$ cat config.mk
export PLATFORM = sky130hd
export DESIGN_NAME = pc_sequencer
export DESIGN_NICKNAME = d
export VERILOG_FILES = /design/src/rtl/pc_sequencer.sv
export SDC_FILE = /design/constraint.sdc
export NUM_CORES = 1
export LEC_CHECK = 0
export ABC_AREA = 0
export CORE_UTILIZATION = 45
export CTS_BUF_LIST = sky130_fd_sc_hd__clkbuf_16
export DETAILED_ROUTE_END_ITERATION = 10
export DONT_BUFFER_PORTS = 1
export SLEW_MARGIN = 10
export SYNTH_ARGS = -nofsm -noshare
export SYNTH_HDL_FRONTEND = slang
export SYNTH_SLANG_ARGS = --single-unit
$ cat constraint.sdc
create_clock -name clock -period 1.7 [get_ports clock]
set_clock_uncertainty 0.2 [all_clocks]
set_input_delay 0.34 -clock clock [delete_from_list [all_inputs] [get_ports clock]]
set_output_delay 0.34 -clock clock [all_outputs]
set_load 0.05 [all_outputs]
$ cat src/rtl/pc_sequencer.sv
// Program-counter sequencer: run/step/halt control FSM, next-PC adder and
// saturating executed-instruction counter.
module pc_sequencer (
    input  logic       clock,
    input  logic       reset,
    input  logic       start,
    input  logic       stop,
    input  logic       step,
    input  logic       halt_instr,
    input  logic       branch_en,
    input  logic [5:0] branch_offset,
    input  logic [5:0] pc_current,
    output logic       run,
    output logic       c3,
    output logic [5:0] pc_next,
    output logic [1:0] state,
    output logic [7:0] instr_count
);

    localparam int unsigned PC_W  = 6;
    localparam int unsigned CNT_W = 8;

    typedef enum logic [1:0] {
        IDLE   = 2'b00,
        RUN    = 2'b01,
        STEP   = 2'b10,
        HALTED = 2'b11
    } state_t;

    state_t state_q;
    state_t state_d;

    // State register
    always_ff @(posedge clock or posedge reset) begin
        if (reset) begin
            state_q <= IDLE;
        end else begin
            state_q <= state_d;
        end
    end

    // Next-state and combinational control outputs
    always_comb begin
        state_d = state_q;
        run     = 1'b0;
        c3      = 1'b0;
        case (state_q)
            IDLE: begin
                if (start) begin
                    state_d = RUN;
                end else if (step) begin
                    state_d = STEP;
                end
            end
            RUN: begin
                run = 1'b1;
                if (halt_instr) begin
                    state_d = HALTED;
                end else if (stop) begin
                    state_d = IDLE;
                end
            end
            STEP: begin
                run     = 1'b1;
                state_d = halt_instr ? HALTED : IDLE;
            end
            default: begin
                state_d = HALTED;
            end
        endcase
        // PC freezes on the HALT instruction address
        c3 = run & ~halt_instr;
    end

    // Six-bit modular add makes the sign extension of the offset implicit
    always_comb begin
        pc_next = pc_current + PC_W'(1) + (branch_en ? branch_offset : PC_W'(0));
    end

    // Executed-instruction counter, saturating at all-ones
    always_ff @(posedge clock or posedge reset) begin
        if (reset) begin
            instr_count <= '0;
        end else if (c3 && (instr_count != {CNT_W{1'b1}})) begin
            instr_count <= instr_count + CNT_W'(1);
        end
    end

    assign state = state_q;

endmodule

* Yosys cells after proc, flatten, opt, wreduce, memory -nomap -nowiden
Cells that the tools add are included.
Word-level totals: bits in latches 0, bits in writable memories 0, bits of input ports 19, memories kept 0, memory bits (read-only) 0, register bits after elaboration 10, logic and storage cells 24
Operators by class: bitwise logic cells 2, divide/modulo/power cells 0, $lt $le $gt $ge 0, shifts and indexed selects 0, $mul 0, mux-type cells 8, add/sub/neg operators 3, reductions and logical operators 4, equality and inequality tests 5
Operator list (count):
- 2-to-1 mux 2 bit | 5
- adder 8 x 1 -> 8 bit (second input constant) | 1
- != test 8 bit (second input constant) | 1
- adder 6 x 1 -> 6 bit (second input constant) | 1
- adder 6 bit | 1
- 2-to-1 mux 6 bit | 1
- != test 3 bit (second input constant) | 2
- one-hot mux 2 bit (3 select lines) | 1
- == test 2 x 1 -> 1 bit (second input constant) | 1
- == test 2 bit (second input constant) | 1
- zero test 2 bit | 1
- AND reduction 2 bit | 1
- OR reduction 2 bit | 1
- AND 1 bit | 1
- logical AND 1 bit | 1
- 2-to-1 mux 1 bit | 1
- NOT 1 bit | 1

* Longest topological paths before layout
depth in word-level cells 5, mapped depth 7

* Worst setup path after synthesis
OpenSTA, ideal clock, no wires.
path type input-to-output, start point input port branch_offset[1], end point output port pc_next[5], required time 1.160 ns, stages 6, arrival 2.331 ns, path buffers 0, path slack -1.171 ns, cell sequence and2_1 ha_1 nor2b_1 o31a_1 nor3_1 o31ai_1
Between the ends: word-level cells in the longest chain between the ends 2
RTL lines:
- start, declared | RTL line 11 | input logic [5:0] branch_offset,
- 2-to-1 mux 6 bit | RTL line 77 | pc_next = pc_current + PC_W'(1) + (branch_en ? branch_offset : PC_W'(0));
- adder 6 bit | RTL line 77
- end, declared | RTL line 15 | output logic [5:0] pc_next,
Every way passes these cells.

* Final worst setup path
start point input port branch_offset[1], end point output port pc_next[4]
The elaborated chain is that of the path after synthesis.

==> flow_summary.toml <==
[pwr]
switchingPower_mw = 1.31
intPower_mw = 1.34
seqPwrFrac = 0.163
powerDensity_mw_per_mm2 = 1820
p_clk_frac = 0.163
ir_drop_mv = 1.56
p_leak_nw = 0.630
switching_share = 0.494
p_comb_frac = 0.675

[logic_synthesis]
seq_area_frac_synth = 0.322
async_flop_share = 1.00
synth_top_family_by_area = "simple AND/OR/NAND/NOR gates"
synth.distinct_cells = 31
syn-num-nets = 112
synth_edf_count = 0
synth-warning-count = 0
synthFlopType = "dfrtp_1"
yosys.area.top_type = "dfrtp_1"
synthSimpleGateAreaFrac = 0.222
synthCells = 83
avgSynthCellArea_um2 = 9.38
synth_fa_ha_area_frac = 0.170
ys_seq_elements = 10
synth-compound-area-share = 0.145
synth_top_area_frac = 0.322
synth_xor_area_frac = 0.0788
synth_area_um2 = 778
synth_area_leaders = "dfrtp_1 (32%), ha_1 (14%), xnor2_1 (6.8%)"
synth_mux_area_frac = 0.0289

[min_path]
min-delay-path-class = "in -> reg"

[floorplan]
start_util = 0.499
die_h_um = 43.6
die_w_um = 43.6
boundaryPins = 37
core-area_mm2 = 0.00156
dieArea_mm2 = 0.00190
rows = 14

[status]
violations = "design-rule violations, negative setup slack"
status = "finished with violations"

[final_layout]
final_cells = 134
drive_gt1_frac = 0.627
synthToLayoutAreaGrowth_pct = 86.8
nets = 148
final_area_mm2 = 0.00145
diodes = 0

[worst_setup_path]
arrival_ns = 1.60
cp.required_ns = 1.16
crit_type = "in -> out"
worstSetupStartpointType = "input port"
cp_max_fo = 2
path_buf_inv = 1
cp_top_family = "compound AO/OA/AOI/OAI gates"
critPathCaptureType = "output pin"
cp_cell_sequence = "and2_4, buf_6, fa_2, a21o_1, a21oi_4, xnor2_4"
slowest_stage = "fa_2"
slowest_delay_ns = 0.36

[place]
placed_cell_area_mm2 = 0.00119
gp_congestion = 0.737
port_buffers = 0
hpwlAfterDp_um = 1540
place_inst = 126

[detailed_routing]
dr.pass1.iters = 7
ant_nets = 0
via_per_inst = 6.07
route.detailed.drc = 3
drtIter0Drc = 26
post_drt_wl_per_cell_um = 22.7
num_vias = 813
finalWirelength_um = 3040

[cts]
cts_root_buf = "clkbuf_16"
clkSlewWorstSetupHoldPaths_ns = 0.04
insertion_delay_ns = 0.24
cts_sinks = 10
cts_tree = "yes"
clk_path_buf_depth = 2
numCtsBuffers = 3
htree_levels = 1

[sta]
finalHoldViolCount = 0
fmax_mhz = 467
setup_viol = 10
period_share = 1.26
relSlewSlack = 0.677
worst_slew_pin_slew_ns = 0.479
fin_crit_ns = 2.14
slew_viol_final = 0
rsz0062_at_grt = "true"
layout_setup_ws_ns = -0.440

[global_route]
grt_pass1_vias = 796
overflow = 0
grt_max_degree = 11
grt_first_pass_wirelength_um = 3570
gr-usage-all-layers = 0.267
grt_antenna_before_repair = 0

[flow_run]
cap_violations = 0
==> per-stage QoR <==
stage	TNS, ns	utilization	hold slack (ns)	setup WS [ns]	total power [mW]
finish	-2.12	0.933	0.133	-0.440	2.65
global placement	-1.80	0.766	0.0183	-0.483	1.85
CTS	-1.77	0.864	0.124	-0.404	2.43
detailed placement	-1.85	0.766	0.0153	-0.497	1.90
floorplan	-5.90	-	-0.0200	-0.697	1.50
global route	-2.46	0.933	0.128	-0.468	2.74
==> cells in the mapped netlist, types with 2 or more instances <==
| library cell | instances |
|---|---|
| nand4_1 | 2 |
| nor2_1 | 4 |
| nand3_1 | 3 |
| o21ai_0 | 2 |
| nand2_1 | 6 |
| nand2b_1 | 2 |
| ha_1 | 9 |
| xnor2_1 | 6 |
| and2_1 | 4 |
| a21oi_1 | 9 |
| dfrtp_1 | 10 |
| inv_1 | 7 |
==> worst register-to-register path: stages, from the launching register on <==
cell and delay, ns:
dfrtp_2 0.38, inv_2 0.05, ha_4 0.25, nor2b_4 0.20, and3_4 0.22, nand4_1 0.16, mux2_4 0.35
==> final cells by class <==
type	count	area, um^2
Clock buffer	3	75.1
Clock inverter	1	3.75
Inverter	7	28.8
Tap cell	16	20.0
Timing Repair Buffer	31	320
Multi-Input combinational cell	66	753
Fill cell	52	105
Sequential cell	10	253
==> sequential cells by signal, summed over array words and instances (netlist names) <==
signal	count
instr_count	8
state	2
==> placed cells by master (no fill, tap or decap), types with 3 or more instances in the layout <==
cell       instances
buf_4             20
ha_4               6
a21oi_1            5
inv_2              3
nor2_1             3
clkbuf_16          3
buf_6              4
inv_1              3
dfrtp_1            8
buf_12             5
xnor2_1            5
and2_4             3
nand2_1            4
==> routing by layer <==
layer | track usage | share of wire
met5 | 0 | 0
met4 | 0.113 | 0.034
met3 | 0.0625 | 0.070
met2 | 0.478 | 0.55
met1 | 0.299 | 0.35
==> what timing repair did <==
| action | in CTS | in global routing |
|---|---|---|
| setup buffers | 3 | 2 |
| hold buffers | 1 | 0 |
| endpoints found under the hold margin | 10 | 0 |
| endpoints found under the setup margin | 10 | 13 |
| gates resized for setup | 15 | 19 |
| pin swaps | 15 | 9 |
==> worst paths after layout <==
check	start	end	slack, ns	cells after the start
hold reg to reg	instr_count[1]	instr_count[1]	0.47	2
setup / recovery	branch_offset[1]	pc_next[4]	-0.44	6
hold / removal	halt_instr	instr_count[0]	0.13	3
min in group asynchronous	reset	instr_count[0]	0.32	2
max in group asynchronous	reset	state[1]	0.68	2
setup reg to reg	state[0]	instr_count[6]	-0.23	6
==> power groups by stage <==
stage                     registers, mW  clock network [mW]  logic [mW]
after detailed placement          0.409                   0        1.49
after CTS                         0.417               0.428        1.58
after global placement            0.402                   0        1.45
after global routing              0.434               0.454        1.85
final                             0.431               0.431        1.79
after floorplan                   0.789                   0       0.710
==> kinds of logic after synthesis <==
logic type,after synthesis
mux,2
xor+xnor,7
buf+inv,7
simple gates,29
flops,10
compound gates,18
fa+ha+maj,10
Note: power is estimated with default switching activity, not from simulation.
